===== src/rtl/eth_rx_deframer_pkg.sv =====
// Shared constants, status record and CRC-32 step function for the RMII
// receive deframer.
package eth_rx_deframer_pkg;

    localparam logic [31:0] CRC_RESIDUE = 32'h2144DF1C;
    localparam logic [31:0] CRC_INIT    = 32'hFFFFFFFF;
    localparam logic [31:0] CRC_POLY    = 32'hEDB88320;

    localparam int ETH_MIN_LEN = 64;
    localparam int ETH_MAX_LEN = 1518;
    localparam int ETH_FCS_LEN = 4;
    localparam int LEN_W       = 11;

    typedef struct packed {
        logic             ok;
        logic             crc;
        logic             align;
        logic             len;
        logic [LEN_W-1:0] frame_len;
    } frame_status_t;

    // Reflected CRC-32 register update for one dibit, bit 0 shifted in first.
    function automatic logic [31:0] crc32_dibit(input logic [31:0] c, input logic [1:0] d);
        logic [31:0] r;
        r = c;
        for (int i = 0; i < 2; i++) begin
            if (r[0] ^ d[i]) r = (r >> 1) ^ CRC_POLY;
            else             r = r >> 1;
        end
        return r;
    endfunction

endpackage


===== src/rtl/eth_rx_deframer_crc32.sv =====
// Dibit-serial Ethernet CRC-32; out is the complemented register, so a clean
// data+FCS stream leaves CRC_RESIDUE on out.
module eth_rx_deframer_crc32
    import eth_rx_deframer_pkg::*;
(
    input  logic        clk,
    input  logic        reset,
    input  logic [1:0]  in,
    input  logic        inclk,
    output logic [31:0] out
);

    logic [31:0] crc_q;

    always_ff @(posedge clk) begin
        if (reset) begin
            crc_q <= CRC_INIT;
        end else if (inclk) begin
            crc_q <= crc32_dibit(crc_q, in);
        end
    end

    assign out = ~crc_q;

endmodule


===== src/rtl/eth_rx_deframer.sv =====
// RMII dibit stream to payload bytes: LSB-first byte assembly, FCS hold-back
// through a 4-byte delay line, and a once-per-frame status report.
module eth_rx_deframer
    import eth_rx_deframer_pkg::*;
#(
    parameter int MIN_LEN = ETH_MIN_LEN,
    parameter int MAX_LEN = ETH_MAX_LEN
) (
    input  logic             clk,
    input  logic             reset,
    input  logic [1:0]       in,
    input  logic             inclk,
    input  logic             done,
    output logic [7:0]       out,
    output logic             outclk,
    output logic             frame_end,
    output logic             frame_ok,
    output logic             err_crc,
    output logic             err_align,
    output logic             err_len,
    output logic [LEN_W-1:0] frame_len
);

    // Strobe semantics: outclk and frame_end are single-cycle qualifiers with
    // no backpressure; out and the status fields are valid while they are high.

    logic [1:0]       phase;
    logic [5:0]       acc;
    logic [LEN_W-1:0] count;
    logic [7:0]       dl [ETH_FCS_LEN];
    logic [2:0]       dl_fill;
    logic [31:0]      crc_out;
    logic             crc_clear;
    logic             take;
    logic             byte_done;
    logic [7:0]       new_byte;
    frame_status_t    status_q;
    frame_status_t    status_next;

    assign take      = inclk & ~done;
    assign byte_done = take & (phase == 2'd3);
    assign new_byte  = {in, acc};
    assign crc_clear = reset | done;

    eth_rx_deframer_crc32 u_crc32 (
        .clk   (clk),
        .reset (crc_clear),
        .in    (in),
        .inclk (inclk),
        .out   (crc_out)
    );

    always_comb begin
        status_next           = '0;
        status_next.align     = (phase != 2'd0);
        status_next.len       = (count < LEN_W'(MIN_LEN)) || (count > LEN_W'(MAX_LEN));
        status_next.crc       = (crc_out != CRC_RESIDUE);
        status_next.ok        = ~(status_next.align | status_next.len | status_next.crc);
        status_next.frame_len = (count >= LEN_W'(ETH_FCS_LEN)) ? count - LEN_W'(ETH_FCS_LEN) : '0;
    end

    always_ff @(posedge clk) begin
        if (reset) begin
            phase     <= '0;
            acc       <= '0;
            count     <= '0;
            dl_fill   <= '0;
            out       <= '0;
            outclk    <= 1'b0;
            frame_end <= 1'b0;
            status_q  <= '0;
            for (int i = 0; i < ETH_FCS_LEN; i++) dl[i] <= '0;
        end else begin
            outclk    <= 1'b0;
            frame_end <= 1'b0;
            if (done) begin
                phase     <= '0;
                acc       <= '0;
                count     <= '0;
                dl_fill   <= '0;
                frame_end <= 1'b1;
                status_q  <= status_next;
            end else if (take) begin
                phase <= phase + 2'd1;
                if (phase != 2'd3) acc[{phase, 1'b0} +: 2] <= in;
                if (byte_done) begin
                    if (count != '1) count <= count + 1'b1;
                    dl[0] <= new_byte;
                    for (int i = 1; i < ETH_FCS_LEN; i++) dl[i] <= dl[i-1];
                    // Delay line full: the oldest byte is now known not to be FCS.
                    if (dl_fill == 3'(ETH_FCS_LEN)) begin
                        out    <= dl[ETH_FCS_LEN-1];
                        outclk <= 1'b1;
                    end else begin
                        dl_fill <= dl_fill + 3'd1;
                    end
                end
            end
        end
    end

    assign frame_ok  = status_q.ok;
    assign err_crc   = status_q.crc;
    assign err_align = status_q.align;
    assign err_len   = status_q.len;
    assign frame_len = status_q.frame_len;

endmodule

===== config.mk =====
export PLATFORM = sky130hd
export DESIGN_NAME = eth_rx_deframer
export DESIGN_NICKNAME = d
export VERILOG_FILES = /design/src/rtl/eth_rx_deframer_pkg.sv /design/src/rtl/eth_rx_deframer_crc32.sv /design/src/rtl/eth_rx_deframer.sv
export SDC_FILE = /design/constraint.sdc
export NUM_CORES = 1
export LEC_CHECK = 0
export ABC_AREA = 1
export CAP_MARGIN = 20
export CORE_ASPECT_RATIO = 1.1
export CORE_MARGIN = 1
export CORE_UTILIZATION = 40
export DETAILED_ROUTE_END_ITERATION = 10
export PLACE_DENSITY = 0.61
export SLEW_MARGIN = 10
export SYNTH_ARGS = -nofsm -noshare
export SYNTH_HDL_FRONTEND = slang
export SYNTH_SLANG_ARGS = --single-unit

===== constraint.sdc =====
create_clock -name clk -period 5.01 [get_ports clk]
set_clock_uncertainty 0.1 [all_clocks]
set_input_delay 0.501 -clock clk [delete_from_list [all_inputs] [get_ports clk]]
set_output_delay 0.501 -clock clk [all_outputs]
set_load 0.03 [all_outputs]

==> metrics <==
CTS HTree Levels=3; grt met1 use=between 15 and 20%; synth warn=0; Total GRT Usage=around 16%; Worst path max stage delay=approximately 0.6 ns; hold bufs inserted after CTS=0; Mapped Area=between 5000 and 6000 µm²; commonest non-fill, non-tap cell in the layout=nand2_1; final WL=slightly below 10000 µm; ratio of cells with drive above 1 in the final layout=5.30%; Avg Synthesized Cell Area=7.91 µm²; reg2reg end=dl[0][2]; Rel. slew slack=between 30 and 40%; Final Max Slew Viols=0; post-synthesis register bit count=roughly 110; MaxCap Viol Count=0; post-placement cell count=roughly 800; CP Capture Type=register; outcome=finished, final reports clean; CP Launch Point=inclk; Worst Path Max Fanout=42; Netlist cell types=30; Worst Path Class, Setup=input pin to register; hold path depth=2; fmax=approximately 390 MHz; sequential area share after synthesis=between 50% and 60%; grt total ovfl=0; slowest stage cell, crit path=nand2_1; IR drop worst, VDD=0.000230 V; FF-to-FF path depth=5; CORE AREA=approximately 12000 µm²; Pre-antenna DRT Iters=4; non-filler cells, final=about 810; area delta synth->final=14.2%; Die ar.=around 13000 µm²; routability cong.=0.766; final setup violating endpoints=0; Vias/cell=approximately 4.8; Fillers=between 1000 and 1500; Critical Path AT=2.60 ns; Critical Path Start Type=input pin; Total Nets Final=between 600 and 700; largest net degree at the start of global routing=43; period utilization=between 50% and 60%; Worst Setup EP=dl[0][2]; first-pass GRT wire length=roughly 16000 µm; ys flop type=dfxtp_1; PwrDens=roughly 310 nW/µm²; Ports=31; Final ANT Viol Nets=0; initial core utilization=41.3%; Synth async-reset ratio=0%; syn nets=between 600 and 700; Port-buffer cells=30; initial antenna violation count=0; Die Wd=109 µm; gr busiest metal=met2; Root Driver=clkbuf_16; crit-path cells=clkdlybuf4s50_1 -> buf_4 -> nand2_2 -> nor2_8 -> nand2_1 -> nor2_1; commonest cells after routing, fill and taps aside=129 x nand2_1, 92 x nor2_1, 91 x inv_1, 79 x dfxtp_1, 51 x o21ai_0; Layout Utilization=between 40% and 50%; r2r setup slk=~2.9 ns; cts repair resizes=0; Clock Path Buffers=2; row cnt=42; met2 Resource Use GR=approximately 27%; worst hold path type=register to register; via count=3922; clk sinks=~110; WL/cell=11.9 µm; minimum clock period=2.53 ns; Leak=about 2.5 nW; Global Route met3 Usage=3.01%; TritonCTS clock tree=done; Final Hold Fails=0; Slew @ Worst Pin=around 1.0 ns; Setup WS post-layout=2.48 ns; number of global-route vias before repair=~3700; Data required, critical path=approximately 5 ns; Post-Synthesis Cells=~630; clock-pin slew on the worst setup and hold paths=0.07 ns; Die Span Y=about 120 µm; # DRC=0; diode count=0; pre-CTS WS=approximately 2.1 ns; footprint of the multi-input gates=between 1500 and 2000 µm²; worst r2r src=phase[0]; Worst-Skew Late Latency=roughly 0.35 ns; initial drt markers=206; RSZ-0062 raised after global routing=no; CTS Buf Count=9; Post-DP HPWL=~6400 µm; Post-CTS Setup Inserts=0; post-route setup TNS=0 ns; Design Power=~0.0018 W; number of synthesized flops with an enable pin=32; Reg area=2540 µm²
## metal layers
metal  share of wire, %  up-vias
met5                  0        -
met4                2.4        0
met3                2.7       17
met2                 49       39
met1                 46     1812
li1                   -     2054
## power breakdown
part	internal, W	total [W]	switching (W)
registers	0.000945	0.000959	0.0000139
logic	0.0000354	0.000113	0.0000775
clock network	0.000392	0.000721	0.000329
total	0.00137	0.00179	0.000420
## worst max-delay path, delay by kind of cell
| kind | cells | cell delay, ns |
|---|---|---|
| AND/OR/NAND/NOR | 4 | 1.28 |
| buffers and inverters | 2 | 0.79 |
## through the flow
step	instance area (µm²)	hold WS, ns
after CTS	5700	0.358
after global routing	5730	0.370
after global placement	5410	0.343
after floorplan	5020	0.329
after detailed placement	5410	0.344
final	5730	0.355
## worst min-delay path by stage
stage                  from      endpoint  slack [ns]
6_report       frame_len[6]  frame_len[6]        0.36
3_3_place_gp   frame_len[4]  frame_len[4]        0.34
4_1_cts        frame_len[0]  frame_len[0]        0.36
5_1_grt        frame_len[6]  frame_len[6]        0.37
3_5_place_dp   frame_len[0]  frame_len[0]        0.34
2_1_floorplan        acc[2]        acc[2]        0.33
## cell type report
| cell class | count | share of cell area, % |
|---|---|---|
| clock inverter | 6 | 1.20 |
| multi-input combinational | 406 | 34.9 |
| clock buffer | 10 | 4.00 |
| inverter | 93 | 6.09 |
| tap | 154 | 3.36 |
| sequential | 111 | 44.4 |
| timing repair buffer | 34 | 6.11 |
## cells by family after synthesis
logic type | synth area share [%]
buffers and inverters | 9.55
AO/OA/AOI/OAI | 11.5
adder cells (fa/ha/maj) | 2.74
AND/OR/NAND/NOR | 23.7
XOR/XNOR | 1.75
flip-flops | 50.7
## Yosys cell counts (2+ instances only)
master    instances  area [µm²]
o21ai_0          51         255
a21oi_1          35         175
buf_2             8        40.0
nand3_1          30         150
xor2_1           10        87.6
ha_1             11         138
inv_1            91         342
nand4_1          12        75.1
nand2_1         129         484
o21ai_1           3        15.0
o21bai_1          4        30.0
nor2_2            2        12.5
nor2_4            2        22.5
edfxtp_1         32         961
nand2_2           3        18.8
buf_4             4        30.0
clkbuf_1          9        33.8
buf_6             2        22.5
o211ai_1          8        60.1
dfxtp_1          79        1580
nor3_1            4        20.0
nor2_1           93         349
a21oi_2           5        43.8
## registers in the layout, indices dropped and copies added, names as in the netlist
name,cells
acc,6
count,11
dl,32
dl_fill,3
err_align,1
err_crc,1
err_len,1
frame_end,1
frame_len,11
frame_ok,1
out,8
outclk,1
phase,2
u_crc32.crc_q,32
No activity file was read; power rests on OpenSTA's default activity.
